### src/rtl/axi_reader_pkg.sv
`default_nettype none
// ============================================================================
// Module      : axi_reader_pkg
// Description : Shared types and constants for the axi_reader AXI4 read
//               master: FSM state encoding, AXI response/burst codes, the
//               4 KB page size and the packed {addr, len} request word.
//               Optional build macro used by the block:
//               AXI_READER_BOUNDARY_4K_EN (split bursts at 4 KB pages).
// Revision    : 1.0 - initial release
// ============================================================================
package axi_reader_pkg;

    typedef enum logic [2:0] {
        S_IDLE  = 3'd0,
        S_AR    = 3'd1,
        S_R     = 3'd2,
        S_DRAIN = 3'd3,
        S_RESP  = 3'd4
    } state_t;

    localparam logic [1:0]  AXI_RESP_OKAY  = 2'b00;
    localparam logic [1:0]  AXI_BURST_INCR = 2'b01;
    localparam int unsigned BOUNDARY_4K    = 4096;

    // Request word as presented on read_req_data: address in the upper half.
    typedef struct packed {
        logic [15:0] addr;
        logic [15:0] len;
    } read_req_t;

endpackage : axi_reader_pkg
`default_nettype wire

### src/rtl/axi_reader_burst_calc.sv
`default_nettype none
// ============================================================================
// Module      : axi_reader_burst_calc
// Description : Combinational burst sizing. From the next burst address and
//               the number of beats still to fetch, produces the AR length,
//               the beat count, the following burst address (mod 2^16) and
//               the beats left afterwards. When AXI_READER_BOUNDARY_4K_EN is
//               defined, bursts are also trimmed at 4 KB page boundaries.
// Revision    : 1.0 - initial release
// ============================================================================
module axi_reader_burst_calc
    import axi_reader_pkg::*;
#(
    parameter int DATA_W    = 32,
    parameter int MAX_BURST = 16
) (
    input  logic [15:0] addr,
    input  logic [16:0] remaining,
    output logic [7:0]  arlen,
    output logic [8:0]  beats,
    output logic [15:0] next_addr,
    output logic [16:0] next_remaining
);

    localparam int          BYTES     = DATA_W / 8;
    localparam int          LOG2B     = $clog2(BYTES);
    localparam logic [16:0] MAX_BEATS = 17'(MAX_BURST);

    logic [16:0] w_beats;

`ifdef AXI_READER_BOUNDARY_4K_EN
    // Beats left before the address crosses into the next 4 KB page.
    logic [16:0] w_to_4k;
    assign w_to_4k = (17'(BOUNDARY_4K) - {5'd0, addr[11:0]}) >> LOG2B;
`endif

    // Burst length is the smallest of the applicable limits.
    always_comb begin
        w_beats = (remaining < MAX_BEATS) ? remaining : MAX_BEATS;
`ifdef AXI_READER_BOUNDARY_4K_EN
        if (w_to_4k < w_beats) begin
            w_beats = w_to_4k;
        end
`endif
    end

    assign beats          = w_beats[8:0];
    assign arlen          = 8'(w_beats - 17'd1);
    assign next_addr      = addr + 16'(w_beats << LOG2B);
    assign next_remaining = remaining - w_beats;

endmodule : axi_reader_burst_calc
`default_nettype wire

### src/rtl/axi_reader.sv
`default_nettype none
// ============================================================================
// Module      : axi_reader
// Description : AXI4 read master. Accepts an {address, byte length} request,
//               issues INCR bursts on AR one at a time, forwards R beats as
//               an AXI-Stream with per-byte keep and tlast on the final beat,
//               then returns a sticky 1-bit error status.
//               Optional build macro: AXI_READER_BOUNDARY_4K_EN keeps bursts
//               inside 4 KB pages (handled in axi_reader_burst_calc).
// Revision    : 1.0 - initial release
// ============================================================================
module axi_reader
    import axi_reader_pkg::*;
#(
    parameter int         DATA_W    = 32,
    parameter int         MAX_BURST = 16,
    parameter logic [3:0] ARID      = 4'd0
) (
    input  logic                  clk,
    input  logic                  rst,
    input  logic [31:0]           read_req_data,
    input  logic                  read_req_vld,
    output logic                  read_req_rdy,
    output logic                  read_resp_data,
    output logic                  read_resp_vld,
    input  logic                  read_resp_rdy,
    output logic [3:0]            axi_ar_arid,
    output logic [15:0]           axi_ar_araddr,
    output logic [2:0]            axi_ar_arsize,
    output logic [7:0]            axi_ar_arlen,
    output logic [1:0]            axi_ar_arburst,
    output logic                  axi_ar_arvalid,
    input  logic                  axi_ar_arready,
    input  logic [DATA_W-1:0]     axi_r_rdata,
    input  logic [1:0]            axi_r_rresp,
    input  logic                  axi_r_rlast,
    input  logic                  axi_r_rvalid,
    output logic                  axi_r_rready,
    output logic [DATA_W-1:0]     axi_st_tdata,
    output logic [DATA_W/8-1:0]   axi_st_tkeep,
    output logic                  axi_st_tlast,
    output logic                  axi_st_tvalid,
    input  logic                  axi_st_tready
);

    localparam int BYTES = DATA_W / 8;
    localparam int LOG2B = $clog2(BYTES);

    // ------------------------------------------------------------------
    // State
    // ------------------------------------------------------------------
    state_t              state_q,     state_d;
    logic [15:0]         addr_q,      addr_d;       // next burst address
    logic [16:0]         rem_q,       rem_d;        // beats not yet requested
    logic [8:0]          burst_cnt_q, burst_cnt_d;  // beats left in this burst
    logic [LOG2B-1:0]    off_q,       off_d;        // first valid byte lane
    logic [LOG2B-1:0]    end_q,       end_d;        // last valid byte lane
    logic                first_q,     first_d;
    logic                err_q,       err_d;
    logic                arvalid_q,   arvalid_d;
    logic [15:0]         araddr_q,    araddr_d;
    logic [7:0]          arlen_q,     arlen_d;
    logic [DATA_W-1:0]   tdata_q,     tdata_d;
    logic [BYTES-1:0]    tkeep_q,     tkeep_d;
    logic                tlast_q,     tlast_d;
    logic                tvalid_q,    tvalid_d;
    logic                resp_vld_q,  resp_vld_d;
    logic                resp_data_q, resp_data_d;

    // ------------------------------------------------------------------
    // Request decode
    // ------------------------------------------------------------------
    read_req_t           w_req;
    logic [LOG2B-1:0]    w_off;
    logic [LOG2B-1:0]    w_end;
    logic [15:0]         w_aligned;
    logic [16:0]         w_total;

    assign w_req     = read_req_t'(read_req_data);
    assign w_off     = w_req.addr[LOG2B-1:0];
    assign w_end     = w_req.len[LOG2B-1:0] + w_off - LOG2B'(1);
    assign w_aligned = {w_req.addr[15:LOG2B], {LOG2B{1'b0}}};
    assign w_total   = ({1'b0, w_req.len} + 17'(w_off) + 17'(BYTES - 1)) >> LOG2B;

    // ------------------------------------------------------------------
    // Burst sizing: the first burst is sized straight from the request so
    // AR can be registered on the accepting edge; later bursts use the
    // stored next address and remaining count.
    // ------------------------------------------------------------------
    logic [15:0]         w_calc_addr;
    logic [16:0]         w_calc_rem;
    logic [7:0]          w_arlen;
    logic [8:0]          w_beats;
    logic [15:0]         w_next_addr;
    logic [16:0]         w_next_rem;

    assign w_calc_addr = (state_q == S_IDLE) ? w_aligned : addr_q;
    assign w_calc_rem  = (state_q == S_IDLE) ? w_total   : rem_q;

    axi_reader_burst_calc #(
        .DATA_W    (DATA_W),
        .MAX_BURST (MAX_BURST)
    ) u_burst_calc (
        .addr           (w_calc_addr),
        .remaining      (w_calc_rem),
        .arlen          (w_arlen),
        .beats          (w_beats),
        .next_addr      (w_next_addr),
        .next_remaining (w_next_rem)
    );

    // ------------------------------------------------------------------
    // Beat bookkeeping and keep masks
    // ------------------------------------------------------------------
    logic                w_rready;
    logic                w_r_fire;
    logic                w_burst_last;
    logic                w_final;
    logic [BYTES-1:0]    w_first_mask;
    logic [BYTES-1:0]    w_last_mask;
    logic [BYTES-1:0]    w_keep;

    // The output register may be reloaded when empty or draining this cycle.
    assign w_rready     = (state_q == S_R) && (!tvalid_q || axi_st_tready);
    assign w_r_fire     = axi_r_rvalid && w_rready;
    assign w_burst_last = (burst_cnt_q == 9'd1);
    assign w_final      = w_burst_last && (rem_q == '0);
    assign w_first_mask = {BYTES{1'b1}} << off_q;
    assign w_last_mask  = {BYTES{1'b1}} >> (LOG2B'(BYTES - 1) - end_q);

    // Keep mask for the beat being captured; a single-beat request gets both.
    always_comb begin
        w_keep = {BYTES{1'b1}};
        if (first_q) begin
            w_keep = w_keep & w_first_mask;
        end
        if (w_final) begin
            w_keep = w_keep & w_last_mask;
        end
    end

    // Next-state logic for the controller, AR channel and output stage.
    always_comb begin
        state_d     = state_q;
        addr_d      = addr_q;
        rem_d       = rem_q;
        burst_cnt_d = burst_cnt_q;
        off_d       = off_q;
        end_d       = end_q;
        first_d     = first_q;
        err_d       = err_q;
        arvalid_d   = arvalid_q;
        araddr_d    = araddr_q;
        arlen_d     = arlen_q;
        tdata_d     = tdata_q;
        tkeep_d     = tkeep_q;
        tlast_d     = tlast_q;
        tvalid_d    = tvalid_q;
        resp_vld_d  = resp_vld_q;
        resp_data_d = resp_data_q;

        if (tvalid_q && axi_st_tready) begin
            tvalid_d = 1'b0;
        end

        case (state_q)
            S_IDLE: begin
                if (read_req_vld) begin
                    err_d = 1'b0;
                    if (w_req.len == 16'd0) begin
                        state_d     = S_RESP;
                        resp_vld_d  = 1'b1;
                        resp_data_d = 1'b0;
                    end else begin
                        state_d     = S_AR;
                        arvalid_d   = 1'b1;
                        araddr_d    = w_calc_addr;
                        arlen_d     = w_arlen;
                        burst_cnt_d = w_beats;
                        addr_d      = w_next_addr;
                        rem_d       = w_next_rem;
                        off_d       = w_off;
                        end_d       = w_end;
                        first_d     = 1'b1;
                    end
                end
            end
            S_AR: begin
                if (axi_ar_arready) begin
                    arvalid_d = 1'b0;
                    state_d   = S_R;
                end
            end
            S_R: begin
                if (w_r_fire) begin
                    tdata_d     = axi_r_rdata;
                    tkeep_d     = w_keep;
                    tlast_d     = w_final;
                    tvalid_d    = 1'b1;
                    first_d     = 1'b0;
                    burst_cnt_d = burst_cnt_q - 9'd1;
                    // Beats are counted internally; rlast is only checked.
                    if ((axi_r_rresp != AXI_RESP_OKAY) ||
                        (axi_r_rlast != w_burst_last)) begin
                        err_d = 1'b1;
                    end
                    if (w_burst_last) begin
                        if (rem_q != '0) begin
                            state_d     = S_AR;
                            arvalid_d   = 1'b1;
                            araddr_d    = w_calc_addr;
                            arlen_d     = w_arlen;
                            burst_cnt_d = w_beats;
                            addr_d      = w_next_addr;
                            rem_d       = w_next_rem;
                        end else begin
                            state_d = S_DRAIN;
                        end
                    end
                end
            end
            S_DRAIN: begin
                if (tvalid_q && axi_st_tready && tlast_q) begin
                    state_d     = S_RESP;
                    resp_vld_d  = 1'b1;
                    resp_data_d = err_q;
                end
            end
            S_RESP: begin
                if (read_resp_rdy) begin
                    resp_vld_d = 1'b0;
                    state_d    = S_IDLE;
                end
            end
            default: begin
                state_d = S_IDLE;
            end
        endcase
    end

    // Controller registers; reset abandons any transfer in flight.
    always_ff @(posedge clk or negedge rst) begin
        if (!rst) begin
            state_q     <= S_IDLE;
            addr_q      <= '0;
            rem_q       <= '0;
            burst_cnt_q <= '0;
            off_q       <= '0;
            end_q       <= '0;
            first_q     <= 1'b0;
            err_q       <= 1'b0;
            arvalid_q   <= 1'b0;
            araddr_q    <= '0;
            arlen_q     <= '0;
            tdata_q     <= '0;
            tkeep_q     <= '0;
            tlast_q     <= 1'b0;
            tvalid_q    <= 1'b0;
            resp_vld_q  <= 1'b0;
            resp_data_q <= 1'b0;
        end else begin
            state_q     <= state_d;
            addr_q      <= addr_d;
            rem_q       <= rem_d;
            burst_cnt_q <= burst_cnt_d;
            off_q       <= off_d;
            end_q       <= end_d;
            first_q     <= first_d;
            err_q       <= err_d;
            arvalid_q   <= arvalid_d;
            araddr_q    <= araddr_d;
            arlen_q     <= arlen_d;
            tdata_q     <= tdata_d;
            tkeep_q     <= tkeep_d;
            tlast_q     <= tlast_d;
            tvalid_q    <= tvalid_d;
            resp_vld_q  <= resp_vld_d;
            resp_data_q <= resp_data_d;
        end
    end

    assign read_req_rdy   = (state_q == S_IDLE);
    assign read_resp_data = resp_data_q;
    assign read_resp_vld  = resp_vld_q;
    assign axi_ar_arid    = ARID;
    assign axi_ar_araddr  = araddr_q;
    assign axi_ar_arsize  = 3'(LOG2B);
    assign axi_ar_arlen   = arlen_q;
    assign axi_ar_arburst = AXI_BURST_INCR;
    assign axi_ar_arvalid = arvalid_q;
    assign axi_r_rready   = w_rready;
    assign axi_st_tdata   = tdata_q;
    assign axi_st_tkeep   = tkeep_q;
    assign axi_st_tlast   = tlast_q;
    assign axi_st_tvalid  = tvalid_q;

endmodule : axi_reader
`default_nettype wire

### config.mk
export PLATFORM = sky130hd
export DESIGN_NAME = axi_reader
export DESIGN_NICKNAME = d
export VERILOG_FILES = /design/src/rtl/axi_reader_pkg.sv /design/src/rtl/axi_reader_burst_calc.sv /design/src/rtl/axi_reader.sv
export SDC_FILE = /design/constraint.sdc
export NUM_CORES = 1
export LEC_CHECK = 0
export CORE_ASPECT_RATIO = 1.5
export CORE_MARGIN = 2
export CORE_UTILIZATION = 40
export CTS_CLUSTER_DIAMETER = 120
export DETAILED_ROUTE_END_ITERATION = 6
export GPL_ROUTABILITY_DRIVEN = 0
export GPL_TIMING_DRIVEN = 0
export PLACE_DENSITY = 0.8
export SLEW_MARGIN = 10
export SYNTH_ARGS = -nofsm -noshare
export SYNTH_HDL_FRONTEND = slang
export SYNTH_SLANG_ARGS = --single-unit
export TNS_END_PERCENT = 1
### constraint.sdc
create_clock -name clk -period 4.11 [get_ports clk]
set_input_delay 0.411 -clock clk [delete_from_list [all_inputs] [get_ports clk]]
set_output_delay 0.411 -clock clk [all_outputs]
set_load 0.1 [all_outputs]
After elaboration in Yosys (flattened, before gate mapping). Index checks and enable logic that the tools add are counted.

Shift-type cells: 2. Order comparisons: 1. Eq/ne operators: 16. Add/sub/neg operators: 9. Reductions and logical operators: 26. Muxes and demuxes: 69. Bitwise operators: 2.

Operators with widths (number): 2-to-1 mux 16 bit (11); 2-to-1 mux 17 bit (7); one-hot mux 16 bit (2 select lines) (2); 2-to-1 mux 9 bit (5); 2-to-1 mux 8 bit (5); one-hot mux 17 bit (2 select lines) (1); 2-to-1 mux 3 bit (7); 2-to-1 mux 1 bit (20); one-hot mux 9 bit (2 select lines) (1); adder 16 x 2 -> 17 bit (1); adder 17 x 2 -> 17 bit (second input constant) (1); logical NOT 17 bit (1); less-than comparator 17 x 5 -> 1 bit (second input constant) (1); nonzero test 17 bit (1); subtractor 17 bit (1); adder 16 bit (1); logical NOT 16 bit (1); one-hot mux 8 bit (2 select lines) (1); one-hot mux 3 bit (5 select lines) (1); inequality test 2 bit (second input constant) (7); AND reduction 4 bit (3); AND reduction 6 bit (2); == test 9 x 1 -> 1 bit (second input constant) (1); subtractor 9 x 1 -> 9 bit (second input constant) (1); other kinds (27) (42).

Word-level logic and storage cells: 142. Input port bits: 74. Output and inout port bits: 76. Register bits after elaboration: 116.

Logic depth before layout (Yosys ltp).
Depth in word-level cells: 10. Mapped depth: 26. Mapped depth without buffers: 24.

Modules after synthesis. From an unflattened synthesis, not the netlist that was laid out.

Cells, all modules: 729. Area, all modules: 7108.1 um^2.

By module, submodules not included: axi_reader (seq. area each 2902.8 um^2, cells each 566, area an instance 5938.2 um^2, instances 1); axi_reader_burst_calc (seq. area each 0.0 um^2, cells each 163, area an instance 1169.9 um^2, instances 1).

Least setup slack after synthesis. No wires, ideal clock.

Kind: input -> register. Start: in read_req_data[1]. End: reg addr_q[14]. Slack: -1096 ps. Required time: 3985 ps. Cell stages on the path: 26. Setup time: 125 ps. Data arrival time: 5081 ps. Buffers on the path: 2. Path through: inv_1 -> ha_1 -> inv_1 -> ha_1 -> inv_1 -> fa_1 -> and3b_1 -> buf_6 -> nand2_1 -> or3_1 -> a31oi_1 -> nor2_1 -> and3_1 -> clkbuf_1 -> o211ai_1 -> inv_2 -> ha_1 -> fa_1 -> a21o_1 -> a21oi_1 -> o21bai_1 -> a21oi_1 -> o21ai_0 -> o41ai_1 -> xnor2_1 -> mux2_2.

Cells in the longest elaborated chain, start to end: 10. Elaborated cells between the ends (all ways): 15. Classes of those cells: 3 x add/sub; 1 x order compare; 1 x eq/ne; 8 x mux; 2 x reduce/logical.

RTL lines: start, declared (line axi_reader.sv:21) `input logic [31:0] read_req_data,`; adder 16 x 2 -> 17 bit (line axi_reader.sv:83) `assign w_total = ({1'b0, w_req.len} + 17'(w_off) + 17'(BYTES - 1)) >> LOG2B;`; adder 17 x 2 -> 17 bit (line axi_reader.sv:83); 2-to-1 mux 17 bit (line axi_reader.sv:98) `assign w_calc_rem = (state_q == S_IDLE) ? w_total : rem_q;`; less-than comparator 17 x 5 -> 1 bit (line axi_reader_burst_calc.sv:39) `w_beats = (remaining < MAX_BEATS) ? remaining : MAX_BEATS;`; 2-to-1 mux 17 bit (line axi_reader_burst_calc.sv:39); adder 16 bit (line axi_reader_burst_calc.sv:49) `assign next_addr = addr + 16'(w_beats << LOG2B);`; 2-to-1 mux 16 bit (line axi_reader.sv:208) `if (rem_q != '0) begin`; 2-to-1 mux 16 bit (line axi_reader.sv:207) `if (w_burst_last) begin`; 2-to-1 mux 16 bit (line axi_reader.sv:195) `if (w_r_fire) begin`; one-hot mux 16 bit (2 select lines) (line axi_reader.sv:166) `case (state_q)`; end signal, assigned (line axi_reader.sv:263) `addr_q <= addr_d;`; end, declared (line axi_reader.sv:53) `logic [15:0] addr_q, addr_d;`.

Parallel ways exist; a longest one is shown, timed or not. The select of a mux whose other input is x is not followed. A chain may end at the register's enable or synchronous reset.

Worst setup path after layout.
Start: in read_req_data[17]. End: reg addr_q[14].

Cells in the longest elaborated chain, start to end: 10. Elaborated cells between the ends (all ways): 12. Classes of those cells: 3 x add/sub; 1 x order compare; 8 x mux.

RTL lines (line): adder 16 x 2 -> 17 bit * (axi_reader.sv:83); adder 17 x 2 -> 17 bit * (axi_reader.sv:83); 2-to-1 mux 17 bit * (axi_reader.sv:98); less-than comparator 17 x 5 -> 1 bit (axi_reader_burst_calc.sv:39); 2-to-1 mux 17 bit * (axi_reader_burst_calc.sv:39); adder 16 bit * (axi_reader_burst_calc.sv:49); 2-to-1 mux 16 bit (axi_reader.sv:208); 2-to-1 mux 16 bit (axi_reader.sv:207); 2-to-1 mux 16 bit (axi_reader.sv:195); one-hot mux 16 bit (2 select lines) * (axi_reader.sv:166).

Mark *: on every way between the ends. The rest lies on a longest branch, timed or not. The select of a mux whose other input is x is not followed.

==> out/summary.txt <==
status = complete, but fails checks
violated checks = negative hold slack, negative setup slack
CTS tree = yes
setup TNS = -1.14 ns
cell count after synthesis = 768
post-synth top area cell = dfrtp_1
post-synth top area share = 44.5%
via count = 6090
Worst EP required = 4.35 ns
DRT antenna net count = 0
Initial Util = 40.5%
Max clock buf depth = 2
GRT Overall Usage = 22.2%
layout cells sized above 1 = 13.5%
hold slack = -0.0121 ns
worst reg-to-reg setup slack = -0.21 ns
RSZ-0062 raised after global routing = true
Crit. End Element = flop
Die Area = 16800 um^2
wire length of the first global-routing pass = 29600 um
f_max = 0.223 GHz
Setup Skew = 0.0120 ns
Worst-path clk slew = 0.07 ns
clk_lat worst skew = 0.36 ns
synth top area cells = dfrtp_1 44%, nand2_1 15%, o21ai_0 4.3%, ha_1 3.8%, nor2_1 2.3%
DRC = 0
area grow syn2layout = 40.0%
final WL = 18300 um
grt total ovfl = 0
vias per inst = 5.21
Ports = 150
Max-slew headroom = 29.7%
FF-to-FF End = addr_q[14]$_DFFE_PN0P_
HPWL after DPL = 13300 um
Yosys reg bits = 112
hold bufs inserted after CTS = 0
sequential area share after synthesis = 44.5%
commonest non-fill, non-tap cell in the layout = nand2_1
largest net degree at the start of global routing = 64
Buffers on Ports = 138
number of global-route vias before repair = 6070
startpoint types = input port
most frequent cells in the layout = 252 x nand2_1, 131 x clkdlybuf4s50_1, 112 x dfrtp_1, 47 x o21ai_0
Nets = 1055
pre-CTS setup slack = -1.77 ns
R2R cell count = 18
Syn Std Cell Area = 6300 um^2
setup ws final = -0.374 ns
worst setup path endpoint = addr_q[14]$_DFFE_PN0P_
number of synthesized flops with an enable pin = 0
Synth cell types = 68
fin area = 8820 um^2
Worst-Margin Slew = 1.05 ns
Initial DRC Count = 374
Final setup viols = 5
Root Buffer = clkbuf_16
Slew Limit Fails = 0
reg-to-reg startpoint = state_q[1]$_DFFE_PN0P_
core area = 15600 um^2
WL per Instance = 15.6 um
ys async rst share = 100%
final hold violation count = 7
CP startpoint = read_req_data[17]
clock tree sinks = 112
FP Rows = 56
fin crit period = 4.48 ns
syn_area_per_cell = 8.20 um^2
Fillers = 1397
Max Cap Viol = 0
Synthesis Warnings = 0
Worst Path Arrival = 4.72 ns
CTS H-Tree Depth = 3
Pre-antenna DRT Iters = 6
Min-Delay Path Class = input port to asynchronous set/reset pin
CP Max Fanout = 6
most used flip-flop cell after synthesis = dfrtp_1
Die Span Y = 158 um
CTS buffer count = 9
initial antenna violation count = 0
critical path class = input port to flop
diode count = 0
dpl cell area = 8180 um^2
DIE WIDTH = 106 um
period utilization = 109%
## how the worst min path moves through the flow
stage | end | cells after the start
final | rem_q[9]$_DFFE_PN0P_ | 1
after global routing | axi_ar_araddr[14]$_DFFE_PN0P_ | 1
after CTS | axi_st_tdata[7]$_DFFE_PN0P_ | 1
after detailed placement | rem_q[9]$_DFFE_PN0P_ | 1
after global placement | axi_ar_arlen[5]$_DFFE_PN0P_ | 2
after floorplan | addr_q[10]$_DFFE_PN0P_ | 0
## worst max-delay path: stages
cell and delay [ns]:
buf_8 0.09, inv_12 0.03, ha_4 0.22, inv_2 0.05, ha_4 0.12, inv_2 0.03
fa_2 0.34, and3b_1 0.23, buf_6 0.13, nand2_4 0.04, or3_4 0.39, a31oi_4 0.20
nor2_4 0.06, and3_4 0.18, o211ai_1 0.14, inv_2 0.10, ha_4 0.18, fa_2 0.36
a21o_1 0.17, a21oi_2 0.15, o21bai_1 0.10, a21oi_2 0.20, o21ai_2 0.09, o41ai_2 0.32
xnor2_1 0.13, mux2_4 0.26
## final cells by class
cell class,count,area [um^2],share of cell area [%]
flip-flops and latches,112,2800,31.8
well taps,203,254,2.88
plain buffers,48,259,2.94
multi-input cells,598,3480,39.5
repair buffers,166,1630,18.4
clock inverters,7,58.8,0.667
inverters,25,109,1.23
clock buffers,9,225,2.55
## metrics by stage
stage,instances,util (%),hold WS (ns)
global route,1168,56.7,0.0327
finish,1168,56.7,-0.0121
detailed placement,1126,52.6,0.394
global placement,1125,52.4,0.450
CTS,1162,56.1,0.0109
floorplan,784,-,0.115
## Yosys cell counts (7+ instances only)
library cell	count
o31ai_1	7
nand2_1	254
nor4_1	13
dfrtp_1	112
o21ai_1	10
clkbuf_1	31
ha_1	19
xor2_1	13
nand3_1	10
nor2_1	39
o21ai_0	54
xnor2_1	11
nor3_1	11
buf_4	11
a21oi_1	26
a31oi_1	14
nand4_1	7
inv_1	22
## logic make-up after synthesis
family	synth area share, %
simple gates	26.3
compound gates	14.2
flops	44.5
buf+inv	5.48
xor+xnor	3.59
fa+ha+maj	4.41
mux	1.35
other cells	0.119
## routing by layer
metal / global-route usage (%) / routed length [um] / up-vias
met5: 0 / 0 / -
met4: 8.35 / 441 / 0
met3: 3.38 / 942 / 37
met2: 40.8 / 9600 / 197
met1: 26.0 / 7270 / 2897
li1: - / - / 2959
## registers in the layout (all words and copies together), names as in the netlist, 2 cells and up
signal	flops
axi_ar_araddr	14
addr_q	14
state_q	3
burst_cnt_q	9
off_q	2
axi_ar_arlen	8
end_q	2
axi_st_tdata	32
axi_st_tkeep	4
rem_q	17
## what timing repair did
item	CTS	global route
buffers inserted	20	7
hold endpoints to repair	0	0
resized for setup	47	12
setup endpoints to repair	16	10
pin swaps	27	26
Power is not shown: default switching activity piles up to over one toggle a cycle in this logic, so the estimate is an artifact.
